## src/rtl/monopix_ro_sequencer_pkg.sv

```systemverilog
// rtl/monopix_ro_sequencer_pkg.sv - shared types and helpers for the MONOPIX readout sequencer
// Purpose: FSM state encoding, hit-word field layout, counter widths and the
//   gray-to-binary decoder used on the te/le timestamp fields.
// Ports: none (package).
package monopix_ro_pkg;

  typedef enum logic [1:0] {
    IDLE,
    TOKEN_WAIT,
    READ,
    DATA
  } t_ro_state;

  // Hit word as shifted out by the chip, MSB first.
  typedef struct packed {
    logic [5:0] col;
    logic [5:0] te;
    logic [5:0] le;
    logic [8:0] row;
  } t_data;

  localparam int CNT_W      = 8;
  localparam int WORD_CNT_W = 16;

  // Timestamps leave the chip gray coded.
  function automatic logic [5:0] gray2bin6(input logic [5:0] g);
    logic [5:0] b;
    b[5] = g[5];
    for (int i = 4; i >= 0; i--) begin
      b[i] = b[i+1] ^ g[i];
    end
    return b;
  endfunction

endpackage

```

## src/rtl/monopix_ro_sequencer_if.sv

```systemverilog
// rtl/monopix_ro_sequencer_if.sv - chip pad and FIFO read bundle for one readout channel
// Purpose: groups the chip-side pads (token, data_in, read, freeze) with the
//   FIFO read side and status (fifo_rd, fifo_dout, fifo_empty, fifo_full,
//   enable, stall, word_cnt).
// Modports: slave = the sequencer, master = the chip/consumer side.
interface monopix_ro_if #(
  parameter int WORD_W = 27
);
  import monopix_ro_pkg::*;

  logic                  enable;
  logic                  token;
  logic                  data_in;
  logic                  read;
  logic                  freeze;
  logic                  stall;
  logic                  fifo_rd;
  logic [WORD_W-1:0]     fifo_dout;
  logic                  fifo_empty;
  logic                  fifo_full;
  logic [WORD_CNT_W-1:0] word_cnt;

  modport slave (
    input  enable, token, data_in, fifo_rd,
    output read, freeze, stall, fifo_dout, fifo_empty, fifo_full, word_cnt
  );

  modport master (
    output enable, token, data_in, fifo_rd,
    input  read, freeze, stall, fifo_dout, fifo_empty, fifo_full, word_cnt
  );

endinterface

```

## src/rtl/monopix_ro_sequencer_fifo.sv

```systemverilog
// rtl/monopix_ro_sequencer_fifo.sv - single-clock first-word-fall-through FIFO
// Purpose: buffers deserialised hit words; head word is visible on dout while
//   not empty (dout reads 0 when empty).
// Ports: clk, reset (sync, active-high), push/push_data, pop, dout, count,
//   empty, full. Pop on empty is ignored; push on full is only accepted
//   together with a pop.
module ro_sync_fifo #(
  parameter int WIDTH = 27,
  parameter int DEPTH = 8
) (
  input  logic                     clk,
  input  logic                     reset,
  input  logic                     push,
  input  logic [WIDTH-1:0]         push_data,
  input  logic                     pop,
  output logic [WIDTH-1:0]         dout,
  output logic [$clog2(DEPTH):0]   count,
  output logic                     empty,
  output logic                     full
);
  localparam int AW = $clog2(DEPTH);

  logic [WIDTH-1:0] mem [DEPTH];
  logic [AW-1:0]    wr_ptr;
  logic [AW-1:0]    rd_ptr;
  logic             do_pop;
  logic             do_push;

  assign empty   = (count == '0);
  assign full    = (count == (AW+1)'(DEPTH));
  assign do_pop  = pop && !empty;
  assign do_push = push && (!full || do_pop);
  assign dout    = empty ? '0 : mem[rd_ptr];

  // Pointers wrap naturally because DEPTH is a power of two.
  always_ff @(posedge clk) begin
    if (reset) begin
      wr_ptr <= '0;
      rd_ptr <= '0;
      count  <= '0;
    end else begin
      if (do_push) wr_ptr <= wr_ptr + 1'b1;
      if (do_pop)  rd_ptr <= rd_ptr + 1'b1;
      case ({do_push, do_pop})
        2'b10:   count <= count + 1'b1;
        2'b01:   count <= count - 1'b1;
        default: count <= count;
      endcase
    end
  end

  always_ff @(posedge clk) begin
    if (do_push) mem[wr_ptr] <= push_data;
  end

endmodule

```

## src/rtl/monopix_ro_sequencer.sv

```systemverilog
// rtl/monopix_ro_sequencer.sv - token/freeze/read readout sequencer for one MONOPIX channel
// Purpose: on TOKEN runs FREEZE/READ, deserialises the chip OUT line into
//   WORD_W-bit hit words and buffers them in an on-block FIFO.
// Ports: clk_bx, reset (sync, active-high), bus (monopix_ro_if.slave):
//   enable/token/data_in/fifo_rd in; read/freeze/stall/fifo_dout/fifo_empty/
//   fifo_full/word_cnt out.
module monopix_ro_sequencer #(
  parameter int WORD_W     = 27,
  parameter int TOKEN_DLY  = 2,
  parameter int READ_LEN   = 2,
  parameter int SER_LAT    = 3,
  parameter int DATA_LEN   = 30,
  parameter int FIFO_DEPTH = 8
) (
  input  logic         clk_bx,
  input  logic         reset,
  monopix_ro_if.slave  bus
);
  import monopix_ro_pkg::*;

  localparam int CW = $clog2(FIFO_DEPTH) + 1;

  if (SER_LAT + WORD_W > DATA_LEN || TOKEN_DLY < 1 || READ_LEN < 1 ||
      FIFO_DEPTH < 2 || (FIFO_DEPTH & (FIFO_DEPTH - 1)) != 0) begin : g_param_check
    $error("monopix_ro_sequencer: illegal parameter set");
  end

  t_ro_state         state;
  t_ro_state         next_state;
  logic [CNT_W-1:0]  cnt;
  logic              leave;
  logic [WORD_W-2:0] ser;
  logic [CW-1:0]     fifo_count;
  logic [CW:0]       occupancy;
  logic              space;
  logic              go;
  logic              push;
  logic [WORD_W-1:0] push_word;

  // A running transaction already owns a FIFO slot, so a start is refused
  // unless both the stored words and the in-flight one fit.
  assign occupancy = {1'b0, fifo_count} + {{CW{1'b0}}, (state != IDLE)};
  assign space     = occupancy < (CW+1)'(FIFO_DEPTH);
  assign go        = bus.token & bus.enable & space;

  assign push      = (state == DATA) && (cnt == CNT_W'(SER_LAT + WORD_W - 1));
  assign push_word = {ser, bus.data_in};

  always_comb begin
    next_state = state;
    leave      = 1'b0;
    case (state)
      IDLE: begin
        if (go) next_state = TOKEN_WAIT;
      end
      TOKEN_WAIT: begin
        if (cnt == CNT_W'(TOKEN_DLY - 1)) begin
          leave      = 1'b1;
          next_state = READ;
        end
      end
      READ: begin
        if (cnt == CNT_W'(READ_LEN - 1)) begin
          leave      = 1'b1;
          next_state = DATA;
        end
      end
      DATA: begin
        // Token held and room left: chain straight into the next readout.
        if (cnt == CNT_W'(DATA_LEN - 1)) begin
          leave      = 1'b1;
          next_state = go ? TOKEN_WAIT : IDLE;
        end
      end
      default: next_state = IDLE;
    endcase
  end

  always_ff @(posedge clk_bx) begin
    if (reset) begin
      state      <= IDLE;
      cnt        <= '0;
      bus.read   <= 1'b0;
      bus.freeze <= 1'b0;
      bus.stall  <= 1'b0;
    end else begin
      state      <= next_state;
      cnt        <= (state == IDLE || leave) ? '0 : cnt + 1'b1;
      bus.read   <= (next_state == READ);
      bus.freeze <= (next_state == TOKEN_WAIT) || (next_state == READ);
      bus.stall  <= (state == IDLE) && bus.token && bus.enable && !space;
    end
  end

  always_ff @(posedge clk_bx) begin
    if (reset) ser <= '0;
    else       ser <= {ser[WORD_W-3:0], bus.data_in};
  end

  always_ff @(posedge clk_bx) begin
    if (reset)                      bus.word_cnt <= '0;
    else if (push && ~&bus.word_cnt) bus.word_cnt <= bus.word_cnt + 1'b1;
  end

  ro_sync_fifo #(
    .WIDTH (WORD_W),
    .DEPTH (FIFO_DEPTH)
  ) u_fifo (
    .clk       (clk_bx),
    .reset     (reset),
    .push      (push),
    .push_data (push_word),
    .pop       (bus.fifo_rd),
    .dout      (bus.fifo_dout),
    .count     (fifo_count),
    .empty     (bus.fifo_empty),
    .full      (bus.fifo_full)
  );

endmodule
```

## src/flat_wrapper.sv

```systemverilog
// flat-port wrapper written by rule: the top's interface ports become plain ports
module monopix_ro_sequencer_flat import monopix_ro_pkg::*;
#(
  parameter int WORD_W     = 27,
  parameter int TOKEN_DLY  = 2,
  parameter int READ_LEN   = 2,
  parameter int SER_LAT    = 3,
  parameter int DATA_LEN   = 30,
  parameter int FIFO_DEPTH = 8
)
  (clk_bx, reset, bus_enable, bus_token, bus_data_in, bus_fifo_rd, bus_read, bus_freeze, bus_stall, bus_fifo_dout, bus_fifo_empty, bus_fifo_full, bus_word_cnt);
  monopix_ro_if #(.WORD_W(WORD_W)) bus_i ();
  input  logic clk_bx;
  input  logic reset;
  input wire logic [$bits(bus_i.enable)-1:0] bus_enable;
  input wire logic [$bits(bus_i.token)-1:0] bus_token;
  input wire logic [$bits(bus_i.data_in)-1:0] bus_data_in;
  input wire logic [$bits(bus_i.fifo_rd)-1:0] bus_fifo_rd;
  output wire logic [$bits(bus_i.read)-1:0] bus_read;
  output wire logic [$bits(bus_i.freeze)-1:0] bus_freeze;
  output wire logic [$bits(bus_i.stall)-1:0] bus_stall;
  output wire logic [$bits(bus_i.fifo_dout)-1:0] bus_fifo_dout;
  output wire logic [$bits(bus_i.fifo_empty)-1:0] bus_fifo_empty;
  output wire logic [$bits(bus_i.fifo_full)-1:0] bus_fifo_full;
  output wire logic [$bits(bus_i.word_cnt)-1:0] bus_word_cnt;
  assign bus_i.enable = bus_enable;
  assign bus_i.token = bus_token;
  assign bus_i.data_in = bus_data_in;
  assign bus_i.fifo_rd = bus_fifo_rd;
  assign bus_read = bus_i.read;
  assign bus_freeze = bus_i.freeze;
  assign bus_stall = bus_i.stall;
  assign bus_fifo_dout = bus_i.fifo_dout;
  assign bus_fifo_empty = bus_i.fifo_empty;
  assign bus_fifo_full = bus_i.fifo_full;
  assign bus_word_cnt = bus_i.word_cnt;
  monopix_ro_sequencer #(.WORD_W(WORD_W), .TOKEN_DLY(TOKEN_DLY), .READ_LEN(READ_LEN), .SER_LAT(SER_LAT), .DATA_LEN(DATA_LEN), .FIFO_DEPTH(FIFO_DEPTH)) u_core (.clk_bx(clk_bx), .reset(reset), .bus(bus_i));
endmodule
```

## config.mk

```make
export PLATFORM = sky130hd
export DESIGN_NAME = monopix_ro_sequencer_flat
export DESIGN_NICKNAME = d
export VERILOG_FILES = /design/src/rtl/monopix_ro_sequencer_pkg.sv /design/src/rtl/monopix_ro_sequencer_if.sv /design/src/rtl/monopix_ro_sequencer_fifo.sv /design/src/rtl/monopix_ro_sequencer.sv /design/src/flat_wrapper.sv
export SDC_FILE = /design/constraint.sdc
export NUM_CORES = 1
export LEC_CHECK = 0
export ABC_AREA = 1
export CAP_MARGIN = 20
export CORE_ASPECT_RATIO = 1.75
export CORE_MARGIN = 2
export CORE_UTILIZATION = 54
export CTS_CLUSTER_DIAMETER = 50
export CTS_CLUSTER_SIZE = 24
export DETAILED_ROUTE_END_ITERATION = 12
export GPL_ROUTABILITY_DRIVEN = 0
export HOLD_SLACK_MARGIN = 0.15
export PLACE_DENSITY = 0.75
export SYNTH_ARGS = -nofsm -noshare
export SYNTH_HDL_FRONTEND = slang
export SYNTH_HIERARCHICAL = 1
export SYNTH_SLANG_ARGS = --single-unit
export TNS_END_PERCENT = 100
```

## constraint.sdc

```tcl
create_clock -name clk_bx -period 3 [get_ports clk_bx]
set_input_delay 0.3 -clock clk_bx [delete_from_list [all_inputs] [get_ports clk_bx]]
set_output_delay 0.3 -clock clk_bx [all_outputs]
set_load 0.01 [all_outputs]
```

==> PnR_summary.wiki <==
{| class="wikitable"
! Metric !! Value
|-
| CP most frequent cell || sky130_fd_sc_hd__nor2_1
|-
| Part of the total power dissipated in the clock network || 0.224
|-
| Core outline area || 21300 um^2
|-
| Pin count of the biggest net entering global routing || 56
|-
| Max Fanout on Critical Path || 48
|-
| Proportion of total power due to net switching || 0.332
|-
| Run status || complete, no violations
|-
| Clock tree from TritonCTS || done
|-
| CP max stage delay || 0.55 ns
|-
| Ranking of synthesized cells by area || sky130_fd_sc_hd__edfxtp_1 (56%), sky130_fd_sc_hd__dfxtp_1 (12%), sky130_fd_sc_hd__nor2_1 (8.0%)
|-
| Area of the die || 22800 um^2
|-
| Clock transition at path regs || 0.09 ns
|-
| Initial antenna violation count || 0
|-
| Placed inst area || 12500 um^2
|-
| Final wirelength || 23.5 mm
|-
| Maximum clock path buffer count || 3
|-
| Net Count, Synth || around 1100
|-
| Cell leakage power || 0.00438 uW
|-
| PD cells || 787 nW/um^2
|-
| Via count of the first global-routing pass || between 7000 and 8000
|-
| R2R Setup Slk || 0.58 ns
|-
| Hold-critical path depth || 2
|-
| Final critical-path share of the clock period || 0.960
|-
| Pins over their slew limit || 0
|-
| Detailed-route wire length per cell || 17.3 um
|-
| DRC violation total after the first TritonRoute iteration || 569
|-
| Max capacitance violation total || 0
|-
| Crit-path cells || inv_8 -> buf_4 -> nor2_1 -> o21ai_1 -> o21ai_0 -> nor2_1 -> clkdlybuf4s50_1
|-
| Critical-path top delay cell || sky130_fd_sc_hd__clkdlybuf4s50_1
|-
| Fraction of layout instances using a drive strength above 1 || 0.0688
|-
| Root buffer selected by CTS || sky130_fd_sc_hd__clkbuf_16
|-
| Beginning of the worst register-to-register path || u_core/cnt[0]
|-
| Total track usage || 0.211
|-
| Path category of the worst min-delay check || input pin to register
|-
| Total negative slack || 0 ns
|-
| Distinct cell type count of the synthesized netlist || 37
|-
| Min Clock Period, post-route || 2.88 ns
|-
| Instance count of the mapped netlist || 1049
|-
| TritonCTS buffer count || 16
|-
| Latest clock arrival within the worst-skew pair || slightly below 0.5 ns
|-
| F_max || 347 MHz
|-
| Level count of the clock H-tree || 1
|-
| Sw Pwr || 3390 uW
|-
| Die width || 115 um
|-
| First-pass GRT wire length || 37.5 mm
|-
| Cell taking the most area after synthesis || sky130_fd_sc_hd__edfxtp_1
|-
| Number of hold-slack violations in the final timing report || 0
|-
| Quantity of I/O buffers inserted on ports || 53
|-
| Clock skew || just over 0.02 ns
|-
| Boundary pin count || 54
|-
| Final-report setup violation count || 0
|-
| Kind of cell adding the most delay to the critical path || buffers and inverters
|-
| Drt first pass iters || 5
|-
| Inserted Diodes || 0
|-
| Leading cell types in the layout, fill and taps excluded || sky130_fd_sc_hd__nor2_1 (240), sky130_fd_sc_hd__edfxtp_1 (216), sky130_fd_sc_hd__o21ai_0 (109)
|-
| Number of warnings issued by yosys || 6
|-
| Post-layout nets || between 1000 and 1500
|-
| Height of the die || between 150 and 200 um
|-
| Cell count of the worst reg-to-reg path || 17
|-
| Area growth from synthesis to layout || 11.8%
|-
| Number of rows in the core area || 71
|-
| Worst slew slack as a fraction of its limit || 0.490
|-
| DR DRC count || 0
|-
| Post-Layout Cell Count || 1359
|-
| Syn_area_per_cell || 11.1 um^2
|-
| Reg2Reg Capture Point || u_core/u_fifo/count[3]
|-
| Data required time at the worst endpoint || approximately 2.7 ns
|-
| Final non-filler cell area || 13000 um^2
|-
| Most common cell after layout, fill and taps aside || sky130_fd_sc_hd__nor2_1
|-
| Post-synthesis instance area || 11600 um^2
|-
| Final core utilization || 0.610
|-
| Overall Power || 10200 uW
|-
| Sequential fraction of design power || 0.433
|-
| Initial cell density of the core || 0.545
|-
| Power Internal || 6830 uW
|-
| Gate power share || 0.343
|-
| Class of the most critical setup path || register to output port
|-
| Postcts setup bufs || 0
|-
| Via count || between 7000 and 8000
|-
| Clock Sink Count || 284
|-
| Placed cells || 1331
|-
| Hpwl dp || 14.0 mm
|-
| Top-area cell type share of the netlist area || 0.558
|-
| Maximum resistive drop on vdd || 0.631 mV
|-
| Buf+Inv Stages, Crit Path || 3
|-
| Min-Delay Endpoint || u_core/ser[6]
|-
| Count of nets left with antenna violations after detail routing || 0
|-
| Type of origin of the critical path || register
|-
| Actual slew at the worst max-slew pin || 0.765 ns
|-
| Hold Startpoint || reset
|-
| Critical Path AT || 2.58 ns
|-
| Gr ovfl total || 0
|-
| Vias per Instance || between 5 and 6
|-
| Post-synthesis register bit count || 284
|-
| Sequential fraction of the synthesis area || 0.675
|-
| Worst Setup End Kind || output port
|}
[worst register-to-register path, stage by stage, from the launching register on]
cell	delay, ns
sky130_fd_sc_hd__dfxtp_1	0.38
sky130_fd_sc_hd__ha_1	0.19
sky130_fd_sc_hd__inv_1	0.07
sky130_fd_sc_hd__nor2_1	0.14
sky130_fd_sc_hd__nand3_1	0.12
sky130_fd_sc_hd__nor2_1	0.10
sky130_fd_sc_hd__buf_4	0.16
sky130_fd_sc_hd__inv_1	0.07
sky130_fd_sc_hd__nand3_2	0.14
sky130_fd_sc_hd__inv_1	0.08
sky130_fd_sc_hd__ha_1	0.32
sky130_fd_sc_hd__nand3_1	0.09
sky130_fd_sc_hd__nand3_1	0.12
sky130_fd_sc_hd__inv_1	0.05
sky130_fd_sc_hd__nand2_1	0.08
sky130_fd_sc_hd__nand4_1	0.11
sky130_fd_sc_hd__nand2_1	0.08
sky130_fd_sc_hd__nor2_1	0.04
[power by group through the flow]
stage	sequential [uW]	combinational, uW	clock [uW]
finish	4430	3510	2290
detailed placement	4520	3520	0
CTS	4430	3530	2350
floorplan	4420	2400	0
global route	4460	3930	2480
global placement	4510	3450	0
[state kept, by name, summed over array words and instances, names as in the netlist, named ones only]
signal / flops
u_core/u_fifo/mem: 216
u_core/ser: 26
u_core/bus.word_cnt: 16
u_core/cnt: 8
u_core/u_fifo/count: 4
u_core/u_fifo/rd_ptr: 3
u_core/u_fifo/wr_ptr: 3
u_core/state: 2
u_core/bus.freeze: 1
u_core/bus.read: 1
u_core/bus.stall: 1
[how the worst max path moves through the flow]
| stage | end | cells after the start | start | slack, ns |
|---|---|---|---|---|
| finish | bus_fifo_dout[14] | 7 | register | 0.12 |
| global route | bus_fifo_dout[19] | 6 | register | -0.003 |
| CTS | bus_fifo_dout[25] | 8 | register | 0.02 |
| detailed placement | bus_fifo_dout[25] | 8 | register | 0.40 |
| global placement | bus_fifo_dout[23] | 8 | register | 0.46 |
| floorplan | u_core/u_fifo/mem[1][0] | 9 | u_core/cnt[0] | 0.06 |
[kinds of logic (layout without fill, tap and decap cells)]
kind of cell / after synthesis / after routing / share of synthesized area
adder cells (fa/ha/maj): 13 / 13 / 0.0146
AO/OA/AOI/OAI: 199 / 199 / 0.0902
flip-flops: 284 / 284 / 0.675
multiplexers: 27 / 27 / 0.0233
buffers and inverters: 121 / 176 / 0.0487
AND/OR/NAND/NOR: 392 / 392 / 0.138
XOR/XNOR: 13 / 13 / 0.00980
[cell type report]
| cell class | instances | area (um^2) |
|---|---|---|
| inverters | 74 | 285 |
| multi-input cells | 644 | 3230 |
| fillers | 1647 | 8320 |
| clock buffers | 26 | 463 |
| repair buffers | 74 | 816 |
| well taps | 255 | 319 |
| flip-flops and latches | 284 | 7850 |
| clock inverters | 2 | 32.5 |
[cell usage after synthesis (all sizes together)]
master and n:
nor2 253, edfxtp 216, o21ai 146, nand2 102
inv 74, dfxtp 68, buf 34, mux2i 27
o22ai 27, a21oi 24, nand3 24, clkbuf 13
ha 12, nand4 8, xor2 7, xnor2 6
nor3 4, a31oi 1, fa 1, nor3b 1
o21bai 1
[metal layers]
metal	GRT usage	share of wire	vias up
met2	0.401	0.55	214
met4	0.0710	0.028	0
li1	-	-	3686
met1	0.241	0.38	3615
met5	0	0	-
met3	0.0236	0.049	48
[through the flow]
| stage | hold WS (ns) | setup slack (ns) |
|---|---|---|
| floorplan | 0.369 | 0.0644 |
| global placement | 0.446 | 0.460 |
| detailed placement | 0.464 | 0.404 |
| CTS | 0.379 | 0.0205 |
| global route | 0.396 | -0.00257 |
| finish | 0.381 | 0.119 |
[timing repair]
action / 4_1_cts / 5_1_grt
endpoints found under the setup margin: 16 / 15
hold buffers: 0 / 0
gates resized for setup: 2 / 5
pin swaps: 0 / 1
No activity file was read; power rests on OpenSTA's default activity.
